==> src/rtl/bcd_lcg_if.sv <==
// Handshake/data bundle between a BCD LCG and its user.
// Latency: none, wires only.
// Backpressure: out_valid/out_ready pair; result is held until out_ready.
//
// Signals:
//   seed_load, seed  : seed request and packed BCD seed (digit 0 in [3:0])
//   step             : request to compute the next state
//   out_ready        : consumer accepts the presented value
//   value            : current generator state, packed BCD
//   out_valid, busy  : result presented / computation in progress
//   seed_err         : one-cycle pulse when a seed with a non-BCD digit is rejected
interface bcd_lcg_if #(
  parameter int DIGITS = 4
);
  logic                  seed_load;
  logic [4*DIGITS-1:0]   seed;
  logic                  step;
  logic                  out_ready;
  logic [4*DIGITS-1:0]   value;
  logic                  out_valid;
  logic                  busy;
  logic                  seed_err;

  // master: the user driving requests and consuming results
  modport master (
    output seed_load, seed, step, out_ready,
    input  value, out_valid, busy, seed_err
  );

  // slave: the generator itself
  modport slave (
    input  seed_load, seed, step, out_ready,
    output value, out_valid, busy, seed_err
  );
endinterface

==> src/rtl/bcd_lcg.sv <==
// Digit-serial BCD linear congruential generator: value <= (MULT*value + INC) mod 10^DIGITS.
// Latency: DIGITS cycles from accepted step to out_valid; one result per DIGITS+1 cycles when chained.
// Backpressure: result held in HOLD until out_ready; step during HOLD without out_ready is ignored.
//
// Ports:
//   clk    : sole clock, rising edge
//   rst_n  : asynchronous active-low reset (clears state, value and all flags)
//   bus    : bcd_lcg_if.slave (seed_load/seed/step/out_ready in; value/out_valid/busy/seed_err out)
module bcd_lcg #(
  parameter int DIGITS = 4,
  parameter int MULT   = 3,
  parameter int INC    = 7
) (
  input  logic      clk,
  input  logic      rst_n,
  bcd_lcg_if.slave  bus
);

  // Reject illegal configurations at elaboration.
  generate
    if (DIGITS < 1 || DIGITS > 16) begin : g_bad_digits
      $error("bcd_lcg: DIGITS must be in 1..16");
    end
    if (MULT < 1 || MULT > 9) begin : g_bad_mult
      $error("bcd_lcg: MULT must be in 1..9");
    end
    if (INC < 0 || INC > 9) begin : g_bad_inc
      $error("bcd_lcg: INC must be in 0..9");
    end
  endgenerate

  localparam int                IDXW  = (DIGITS > 1) ? $clog2(DIGITS) : 1;
  localparam logic [IDXW-1:0]   LAST  = IDXW'(DIGITS - 1);
  localparam logic [6:0]        MULT7 = 7'(MULT);
  localparam logic [6:0]        INC7  = 7'(INC);

  typedef enum logic [1:0] {
    IDLE = 2'd0,
    CALC = 2'd1,
    HOLD = 2'd2
  } state_t;

  state_t                state_q, state_d;
  logic [4*DIGITS-1:0]   value_q, value_d;
  logic [4*DIGITS-1:0]   shadow_q, shadow_d;
  logic [IDXW-1:0]       idx_q, idx_d;
  logic [3:0]            carry_q, carry_d;
  logic                  err_q, err_d;

  // Digit datapath signals
  logic [3:0]            cur_dig;
  logic [6:0]            prod;
  logic [3:0]            res_dig;
  logic [3:0]            res_carry;
  logic [4*DIGITS-1:0]   shadow_ins;
  logic                  seed_ok;

  // One digit of MULT*value + INC per cycle. prod peaks at 9*9+9 = 90,
  // so the carry into the next digit always fits in 4 bits.
  always_comb begin
    cur_dig = 4'd0;
    for (int i = 0; i < DIGITS; i++) begin
      if (idx_q == IDXW'(i)) cur_dig = value_q[4*i +: 4];
    end

    prod      = MULT7 * {3'b000, cur_dig}
              + {3'b000, carry_q}
              + ((idx_q == '0) ? INC7 : 7'd0);
    res_dig   = 4'(prod % 7'd10);
    res_carry = 4'(prod / 7'd10);

    // Partial results accumulate here so value stays stable until the last digit.
    shadow_ins = shadow_q;
    for (int i = 0; i < DIGITS; i++) begin
      if (idx_q == IDXW'(i)) shadow_ins[4*i +: 4] = res_dig;
    end
  end

  // A seed is loadable only if every nibble is a valid BCD digit.
  always_comb begin
    seed_ok = 1'b1;
    for (int i = 0; i < DIGITS; i++) begin
      if (bus.seed[4*i +: 4] > 4'd9) seed_ok = 1'b0;
    end
  end

  // Next-state and datapath-control logic.
  always_comb begin
    state_d  = state_q;
    value_d  = value_q;
    shadow_d = shadow_q;
    idx_d    = idx_q;
    carry_d  = carry_q;
    err_d    = 1'b0;

    unique case (state_q)
      IDLE: begin
        if (bus.seed_load) begin
          if (seed_ok) value_d = bus.seed;
          else         err_d   = 1'b1;
        end else if (bus.step) begin
          state_d = CALC;
          idx_d   = '0;
          carry_d = 4'd0;
        end
      end

      CALC: begin
        shadow_d = shadow_ins;
        if (idx_q == LAST) begin
          // Final carry is dropped: the modulus is 10^DIGITS.
          value_d = shadow_ins;
          state_d = HOLD;
          idx_d   = '0;
          carry_d = 4'd0;
        end else begin
          idx_d   = idx_q + IDXW'(1);
          carry_d = res_carry;
        end
      end

      HOLD: begin
        // A seed request outranks consumption; a good seed discards the
        // unconsumed result, a bad one leaves it presented.
        if (bus.seed_load) begin
          if (seed_ok) begin
            value_d = bus.seed;
            state_d = IDLE;
          end else begin
            err_d   = 1'b1;
          end
        end else if (bus.out_ready) begin
          if (bus.step) begin
            state_d = CALC;
            idx_d   = '0;
            carry_d = 4'd0;
          end else begin
            state_d = IDLE;
          end
        end
      end

      default: begin
        state_d = IDLE;
      end
    endcase
  end

  // State register.
  always_ff @(posedge clk or negedge rst_n) begin
    if (!rst_n) begin
      state_q  <= IDLE;
      value_q  <= '0;
      shadow_q <= '0;
      idx_q    <= '0;
      carry_q  <= 4'd0;
      err_q    <= 1'b0;
    end else begin
      state_q  <= state_d;
      value_q  <= value_d;
      shadow_q <= shadow_d;
      idx_q    <= idx_d;
      carry_q  <= carry_d;
      err_q    <= err_d;
    end
  end

  // Status outputs decode straight from the state register so reset clears them at once.
  assign bus.value     = value_q;
  assign bus.out_valid = (state_q == HOLD);
  assign bus.busy      = (state_q == CALC);
  assign bus.seed_err  = err_q;

endmodule

==> src/flat_wrapper.sv <==
// flat-port wrapper written by rule: the top's interface ports become plain ports
module bcd_lcg_flat 
#(
  parameter int DIGITS = 4,
  parameter int MULT   = 3,
  parameter int INC    = 7
)
  (clk, rst_n, bus_seed_load, bus_seed, bus_step, bus_out_ready, bus_value, bus_out_valid, bus_busy, bus_seed_err);
  bcd_lcg_if #(.DIGITS(DIGITS)) bus_i ();
  input  logic clk;
  input  logic rst_n;
  input wire logic [$bits(bus_i.seed_load)-1:0] bus_seed_load;
  input wire logic [$bits(bus_i.seed)-1:0] bus_seed;
  input wire logic [$bits(bus_i.step)-1:0] bus_step;
  input wire logic [$bits(bus_i.out_ready)-1:0] bus_out_ready;
  output wire logic [$bits(bus_i.value)-1:0] bus_value;
  output wire logic [$bits(bus_i.out_valid)-1:0] bus_out_valid;
  output wire logic [$bits(bus_i.busy)-1:0] bus_busy;
  output wire logic [$bits(bus_i.seed_err)-1:0] bus_seed_err;
  assign bus_i.seed_load = bus_seed_load;
  assign bus_i.seed = bus_seed;
  assign bus_i.step = bus_step;
  assign bus_i.out_ready = bus_out_ready;
  assign bus_value = bus_i.value;
  assign bus_out_valid = bus_i.out_valid;
  assign bus_busy = bus_i.busy;
  assign bus_seed_err = bus_i.seed_err;
  bcd_lcg #(.DIGITS(DIGITS), .MULT(MULT), .INC(INC)) u_core (.clk(clk), .rst_n(rst_n), .bus(bus_i));
endmodule
==> config.mk <==
export PLATFORM = sky130hd
export DESIGN_NAME = bcd_lcg_flat
export DESIGN_NICKNAME = d
export VERILOG_FILES = /design/src/rtl/bcd_lcg_if.sv /design/src/rtl/bcd_lcg.sv /design/src/flat_wrapper.sv
export SDC_FILE = /design/constraint.sdc
export NUM_CORES = 1
export LEC_CHECK = 0
export ABC_AREA = 1
export BUFFER_PORTS_ARGS = -buffer_cell sky130_fd_sc_hd__buf_2
export CORE_MARGIN = 10
export CORE_UTILIZATION = 35
export DETAILED_ROUTE_END_ITERATION = 6
export GPL_TIMING_DRIVEN = 1
export SYNTH_ARGS = -nofsm -noshare
export SYNTH_HDL_FRONTEND = slang
export SYNTH_SLANG_ARGS = --single-unit
==> constraint.sdc <==
create_clock -name clk -period 16.2 [get_ports clk]
set_clock_uncertainty 0.05 [all_clocks]
set_input_delay 3.24 -clock clk [delete_from_list [all_inputs] [get_ports clk]]
set_output_delay 3.24 -clock clk [all_outputs]
set_load 0.05 [all_outputs]
==> results of run 1 <==
-- kinds of logic after synthesis --
kind of cell | after synthesis | synth area share
simple gates | 177 | 0.299
compound gates | 72 | 0.148
buf+inv | 64 | 0.0840
flops | 41 | 0.353
fa+ha+maj | 19 | 0.0973
xor+xnor | 4 | 0.0146
mux | 1 | 0.00388
-- layout make-up --
cell class	instances	area, µm²
clock buffers	7	86.3
fillers	823	4860
inverters	52	195
multi-input cells	273	1640
flip-flops and latches	41	1030
well taps	105	131
repair buffers	40	203
-- synth_stat cells, drive strengths merged, types with 5 or more instances --
master | n | share of area
nand2 | 111 | 0.16
nand3 | 37 | 0.085
ha | 13 | 0.056
nor2 | 23 | 0.030
a31oi | 12 | 0.026
fa | 6 | 0.041
a21oi | 25 | 0.047
o21ai | 23 | 0.041
clkbuf | 8 | 0.010
dfrtp | 41 | 0.35
inv | 51 | 0.066
o211ai | 5 | 0.016
-- registers in the layout (all words and copies together) (netlist names) --
| signal | count |
|---|---|
| u_core.carry_q | 4 |
| u_core.bus.seed_err | 1 |
| u_core.state_q | 2 |
| u_core.bus.value | 16 |
| u_core.shadow_q | 16 |
| u_core.idx_q | 2 |
-- critical path: cells and delay by family, from the launching register on --
kind | cells | cell delay (ns)
simple gates | 19 | 1.90
xor+xnor | 1 | 0.18
compound gates | 2 | 0.40
fa+ha+maj | 6 | 2.28
flops | 1 | 0.41
buf+inv | 4 | 0.55
-- final timing paths --
check                           slack, ns  depth (start not counted)              endpoint                 from
worst max-delay path                10.34                         32  u_core.bus.value[10]      u_core.idx_q[0]
worst min-delay path                 0.43                          1   u_core.shadow_q[11]  u_core.shadow_q[11]
worst max register to register      10.34                         32  u_core.bus.value[10]      u_core.idx_q[0]
worst min register to register       0.43                          1   u_core.shadow_q[11]  u_core.shadow_q[11]
max in group asynchronous           12.46                          1    u_core.shadow_q[2]                rst_n
min in group asynchronous            3.04                          1    u_core.shadow_q[5]                rst_n
-- through the flow --
stage / cells / hold slack (ns) / worst slack [ns] / instance area, µm²
finish: 518 / 0.434 / 10.34 / 3280
global route: 518 / 0.465 / 9.84 / 3280
CTS: 518 / 0.436 / 10.30 / 3280
detailed placement: 511 / 0.416 / 10.34 / 3190
global placement: 511 / 0.413 / 10.40 / 3190
floorplan: 378 / 0.400 / 10.97 / 2910
-- routing by layer --
layer  routed length, µm  up-vias  part of all wire
met3                 354       11             0.046
met5                   0        -                 0
met2                3540       53              0.46
met4                 118        0             0.015
met1                3650     1211              0.48
li1                    -     1305                 -
-- cell usage in the layout (no fill, tap or decap), drive strengths merged --
| cell type | netlist | routed |
|---|---|---|
| a2111oi | 1 | 1 |
| a31oi | 12 | 12 |
| fa | 6 | 6 |
| a21oi | 25 | 25 |
| dfrtp | 41 | 41 |
| nand2 | 111 | 111 |
| mux2 | 1 | 1 |
| o21ai | 23 | 23 |
| a21o | 1 | 1 |
| xor2 | 4 | 4 |
| a22oi | 2 | 2 |
| ha | 13 | 13 |
| nor2 | 23 | 23 |
| inv | 51 | 51 |
| and3 | 1 | 1 |
| o211ai | 5 | 5 |
| clkinv | 1 | 1 |
| o22ai | 2 | 2 |
| buf | 4 | 40 |
| o21bai | 1 | 1 |
| clkbuf | 8 | 7 |
| nor3 | 1 | 1 |
| nand3 | 37 | 37 |
| nand4 | 4 | 4 |
==> results.yml, run 1 <==
clocking:
  cts_buffers: 5
  clockBufferDepth: 2
  clk_pin_slew_ns: 0.08
  post_cts_buffers: 0
  post_cts_resized: 0
  ctsRootBufferMaster: "clkbuf_8"
  clkLatencyLatePin_ns: 0.29
  htreeDepth: 2
  hold_buffers: 0
  cts_tree: "yes"
  clock_sinks: 41
timing:
  rsz0062_at_grt: "no"
  slew_viol_final: 0
  fin_setup_tns_ns: 0
  worst_pin_slew_ns: 0.955
  slew_headroom: 0.363
  final-hold-violation-count: 0
  fmax_mhz: 171
  min_period_over_period: 0.362
  period_needed_ns: 5.86
  setup_viol: 0
grt:
  overflow: 0
  grt_pass1_wl_um: 13200
  antenna_found_initial: 0
  grt_usage: 0.126
  grt.busiest_layer: "met2"
  grt_max_degree: 42
  grt_util_met2: 0.200
  use_met3: 0.0227
  grt.met1_usage: 0.170
  grt_pass1_vias: 2619
die:
  placeableCoreArea_um2: 8130
  ios: 40
  start_util: 0.357
  die_h_um: 111
  die_w_um: 111
  die_area_um2: 12300
  num_rows: 33
worst_setup_path:
  crit_top_cell: "nand2_2"
  cp-start-kind: "flop"
  required_ns: 16.34
  cp.arrival_ns: 6.00
  path_class: "reg -> reg"
  path_max_fanout: 10
  crit_slowest_cell: "fa_1"
  endpoint_kind: "flop"
  max_stage_delay_ns: 0.48
status:
  status: "complete, no violations"
route:
  vias: 2580
  route.detailed.drc: 0
  routed_wirelength_um: 7660
  post_drt_wl_per_cell_um: 14.8
  viasPerCell: 4.98
  first_iter_violations: 193
  drt_pass1_iterations: 4
  ant_nets: 0
yosys:
  syn-cell-area_um2: 2910
  synth_warnings: 0
  avgSynthCellArea_um2: 7.69
  synth_edf_count: 0
  synth_seq_cells: 41
  synth_flop_cell: "dfrtp_1"
  syn_inst: 378
  ys_seq_area_frac: 0.353
  synth_cell_types: 37
  async_flop_share: 1.00
  synth_nets: 418
final_layout:
  diodes: 0
  drive_gt1_frac: 0.206
  syn_to_final_growth_pct: 12.8
  final_nets: 453
  finalCoreUtilization: 0.403
placement:
  portBuffers: 39
  dpl.hpwl_um: 5870
  place_congestion: 0.816
hold_path:
  min_path_type: "reg -> reg"
run:
  maxCapViolCount: 0
Power of run 1 is left out: the tool's default activity adds up to more than one toggle a clock period on the data nets, which glitch-free logic cannot reach.
==> run 2, diff against run 1 <==
clock period = 5.6 ns   (was 16.2 ns; I/O delays follow)
==> results.yml, run 2 (synthesized netlist as in run 1, its figures left out) <==
worst_setup_path:
  critPathBufInv: 5
  cp.arrival_ns: 5.42
  path_max_fanout: 7
  max_stage_delay_ns: 0.54
  crit_slowest_cell: "fa_1"
  cp-start-kind: "flop"
  required_ns: 5.75
  endpoint_kind: "flop"
  path_class: "reg -> reg"
  path_delay_family: "adder cells"
route:
  route.detailed.drc: 0
  vias: 2638
  post_drt_wl_per_cell_um: 14.5
  routed_wirelength_um: 7740
  drt_pass1_iterations: 6
  viasPerCell: 4.96
  first_iter_violations: 188
  ant_nets: 0
timing:
  final-hold-violation-count: 0
  setup_viol: 0
  whs_ns: 0.447
  worst_pin_slew_ns: 1.12
  fin_setup_tns_ns: 0
  fin_ws_ns: 0.326
  fmax_mhz: 190
  slew_viol_final: 0
  min_period_over_period: 0.942
  slew_headroom: 0.237
  period_needed_ns: 5.27
grt:
  grt_pass1_wl_um: 12800
  grt_usage: 0.122
  overflow: 0
  grt_pass1_vias: 2653
  grt_max_degree: 42
  antenna_found_initial: 0
clocking:
  cts_buffers: 5
  clk_pin_slew_ns: 0.09
  clock_sinks: 41
  clockBufferDepth: 2
  ctsRootBufferMaster: "clkbuf_8"
  cts_tree: "yes"
  clkLatencyLatePin_ns: 0.30
  hold_buffers: 0
  htreeDepth: 2
final_layout:
  finalCoreUtilization: 0.425
  final_common_cell: "nand2_1"
  final_nets: 466
  syn_to_final_growth_pct: 19.1
  mostFrequentLayoutCells: "nand2_1, inv_1, buf_2, dfrtp_1, nand3_1"
  diodes: 0
  top_regs: "u_core.bus.value x16, u_core.shadow_q x16, u_core.carry_q x4"
  drive_gt1_frac: 0.272
die:
  start_util: 0.357
  ios: 40
  placeableCoreArea_um2: 8130
  die_area_um2: 12300
  die_h_um: 111
  num_rows: 33
  die_w_um: 111
placement:
  dp_slack_ns: 0.000994
  place_congestion: 0.865
  dpl.hpwl_um: 6030
  portBuffers: 39
hold_path:
  min_path_type: "reg -> reg"
run:
  maxCapViolCount: 0
status:
  status: "complete, no violations"
-- run 2: cell count changes in the layout (fill, tap and decap cells not counted), sizes merged --
| cell | change |
|---|---|
| buf | +13 |
| clkbuf | -2 |
| clkinv | +2 |
| clkinvlp | +1 |
-- run 2: per-layer routing --
metal / wire length, µm / track usage
met1: 3600 / 0.160
met2: 3640 / 0.193
met3: 351 / 0.0260
met4: 141 / 0.0446
met5: 0 / 0
-- run 2: worst reg2reg max path, delay by kind of cell, from the launching register on --
family	cells	cell delay, ns
fa+ha+maj	6	1.94
simple gates	16	1.57
buf+inv	5	0.48
flops	1	0.45
compound gates	3	0.45
xor+xnor	1	0.21
-- run 2: through the flow --
step	instances	instance area, µm²
3_3_place_gp	523	3280
2_1_floorplan	378	2910
3_5_place_dp	523	3280
5_1_grt	532	3460
6_report	532	3460
4_1_cts	531	3370
-- run 2: final cells by class --
class,instances,area (µm²)
sequential,41,1030
clock buffer,5,68.8
multi-input combinational,273,1710
inverter,52,195
fill,820,4670
timing repair buffer,53,304
clock inverter,3,17.5
tap,105,131
-- run 2: worst paths after layout --
check,start,endpoint,slack (ns),cells past startpoint
min,u_core.shadow_q[11],u_core.shadow_q[11],0.45,1
min reg2reg,u_core.shadow_q[11],u_core.shadow_q[11],0.45,1
max,u_core.idx_q[1],u_core.bus.value[6],0.33,31
max reg2reg,u_core.idx_q[1],u_core.bus.value[6],0.33,31
min in group asynchronous,rst_n,u_core.bus.value[2],0.91,1
max in group asynchronous,rst_n,u_core.idx_q[1],3.93,1
-- run 2: what timing repair did --
action / 4_1_cts / 5_1_grt
setup buffers: 0 / 1
pin swaps: 0 / 1
endpoints found under the setup margin: 2 / 24
gates resized for setup: 2 / 21
Power of run 2 is left out for the same reason.
==> run 3, diff against run 2 <==
==> constraint.sdc (replaced) <==
create_clock -name clk -period 5.6 [get_ports clk]
set_clock_uncertainty 0.05 [all_clocks]
set_input_delay 0 -clock clk [delete_from_list [all_inputs] [get_ports clk]]
set_output_delay 0 -clock clk [all_outputs]
set_load 0.05 [all_outputs]
==> results.yml, run 3 (synthesized netlist as in run 1, its figures left out) <==
status:
  status: "complete, no violations"
grt:
  grt_pass1_vias: 2695
  grt_pass1_wl_um: 13000
  grt_max_degree: 42
  grt.busiest_layer: "met2"
  overflow: 0
  grt_usage: 0.124
  grt.met1_usage: 0.161
  antenna_found_initial: 0
  use_met3: 0.0249
  grt_util_met2: 0.197
route:
  routed_wirelength_um: 7780
  first_iter_violations: 196
  route.detailed.drc: 0
  ant_nets: 0
  drt_pass1_iterations: 5
  vias: 2673
  viasPerCell: 4.90
  post_drt_wl_per_cell_um: 14.3
die:
  die_w_um: 111
  placeableCoreArea_um2: 8130
  die_area_um2: 12300
  die_h_um: 111
  start_util: 0.357
  num_rows: 33
  ios: 40
worst_setup_path:
  critPathBufInv: 5
  path_delay_family: "adder cells"
  r2r_slack_ns: 0.33
  path_max_fanout: 7
  cp-start-kind: "flop"
  r2r_end: "u_core.bus.value[6]"
  required_ns: 5.75
  max_stage_delay_ns: 0.54
  reg2reg_from: "u_core.idx_q[1]"
  startpoint: "u_core.idx_q[1]"
  endpoint_kind: "flop"
  rr_worst_depth: 31
  path_class: "reg -> reg"
  cp.arrival_ns: 5.42
  crit_slowest_cell: "fa_1"
clocking:
  ctsRootBufferMaster: "clkbuf_8"
  clockBufferDepth: 2
  htreeDepth: 2
  clock_sinks: 41
  clk_pin_slew_ns: 0.08
  cts_tree: "yes"
  clkLatencyLatePin_ns: 0.30
  cts_buffers: 5
timing:
  fin_ws_ns: 0.328
  fmax_mhz: 190
  setup_viol: 0
  slew_headroom: 0.231
  period_needed_ns: 5.27
  final-hold-violation-count: 0
  worst_pin_slew_ns: 1.12
  min_period_over_period: 0.941
  slew_viol_final: 0
final_layout:
  final_nets: 479
  final_common_cell: "nand2_1"
  drive_gt1_frac: 0.264
  diodes: 0
  syn_to_final_growth_pct: 23.6
  top_regs: "u_core.bus.value x16, u_core.shadow_q x16, u_core.carry_q x4"
  mostFrequentLayoutCells: "nand2_1, inv_1, buf_2, dfrtp_1, nand3_1"
  fin_cells: 545
placement:
  place_congestion: 0.865
  dp_slack_ns: 0.000994
  place_inst: 523
  portBuffers: 39
  dpl.hpwl_um: 6030
hold_path:
  holdPathStages: 5
  min_to: "u_core.bus.value[2]"
  min_path_type: "in -> reg"
  worstHoldStart: "bus_seed[2]"
run:
  maxCapViolCount: 0
==> run 3: cell types whose count changed in the layout (fill, tap and decap cells not counted), sizes merged <==
cell / change
dlygate4sd3: +13
==> run 3: how the worst max path moves through the flow <==
stage	endpoint	slack [ns]	cells past startpoint
finish	u_core.bus.value[6]	0.33	31
global route	u_core.bus.value[10]	-0.01	30
CTS	u_core.bus.value[6]	0.02	33
detailed placement	u_core.bus.value[2]	0.001	32
global placement	u_core.bus.value[6]	0.11	34
floorplan	u_core.shadow_q[13]	0.37	30
==> run 3: cell type report <==
type                    instances  area, µm²
repair buffers                 66        434
flip-flops and latches         41       1030
clock buffers                   5       68.8
fillers                       806       4540
clock inverters                 3       17.5
multi-input cells             273       1710
inverters                      52        195
well taps                     105        131
==> run 3: tightest hold or removal path: stages <==
cell and delay, ns:
buf_2 0.10, inv_1 0.06, a21oi_1 0.06, nand2_1 0.06
nand2_1 0.04
==> run 3: repair_timing <==
item / CTS / global route
setup endpoints to repair: 2 / 24
resized for setup: 2 / 21
setup buffers: 0 / 1
endpoints found under the hold margin: 53 / 0
hold buffers: 13 / 0
pin swaps: 0 / 1
==> run 3: per-layer routing <==
metal  routed length (µm)  vias to the layer above  part of all wire
li1                     -                     1354                 -
met1                 3670                     1255              0.47
met2                 3680                       53              0.47
met3                  299                       11             0.038
met4                  133                        0             0.017
met5                    0                        -                 0
==> run 3: through the flow <==
| stage | TNS [ns] | utilization | area [µm²] | hold slack [ns] |
|---|---|---|---|---|
| 2_1_floorplan | 0 | - | 2910 | -0.346 |
| 3_3_place_gp | 0 | 0.403 | 3280 | 0.152 |
| 3_5_place_dp | 0 | 0.403 | 3280 | 0.152 |
| 4_1_cts | 0 | 0.431 | 3500 | 0.00121 |
| 5_1_grt | -0.0291 | 0.441 | 3590 | 0.0325 |
| 6_report | 0 | 0.441 | 3590 | 0.00521 |
Power of run 3 is left out for the same reason.
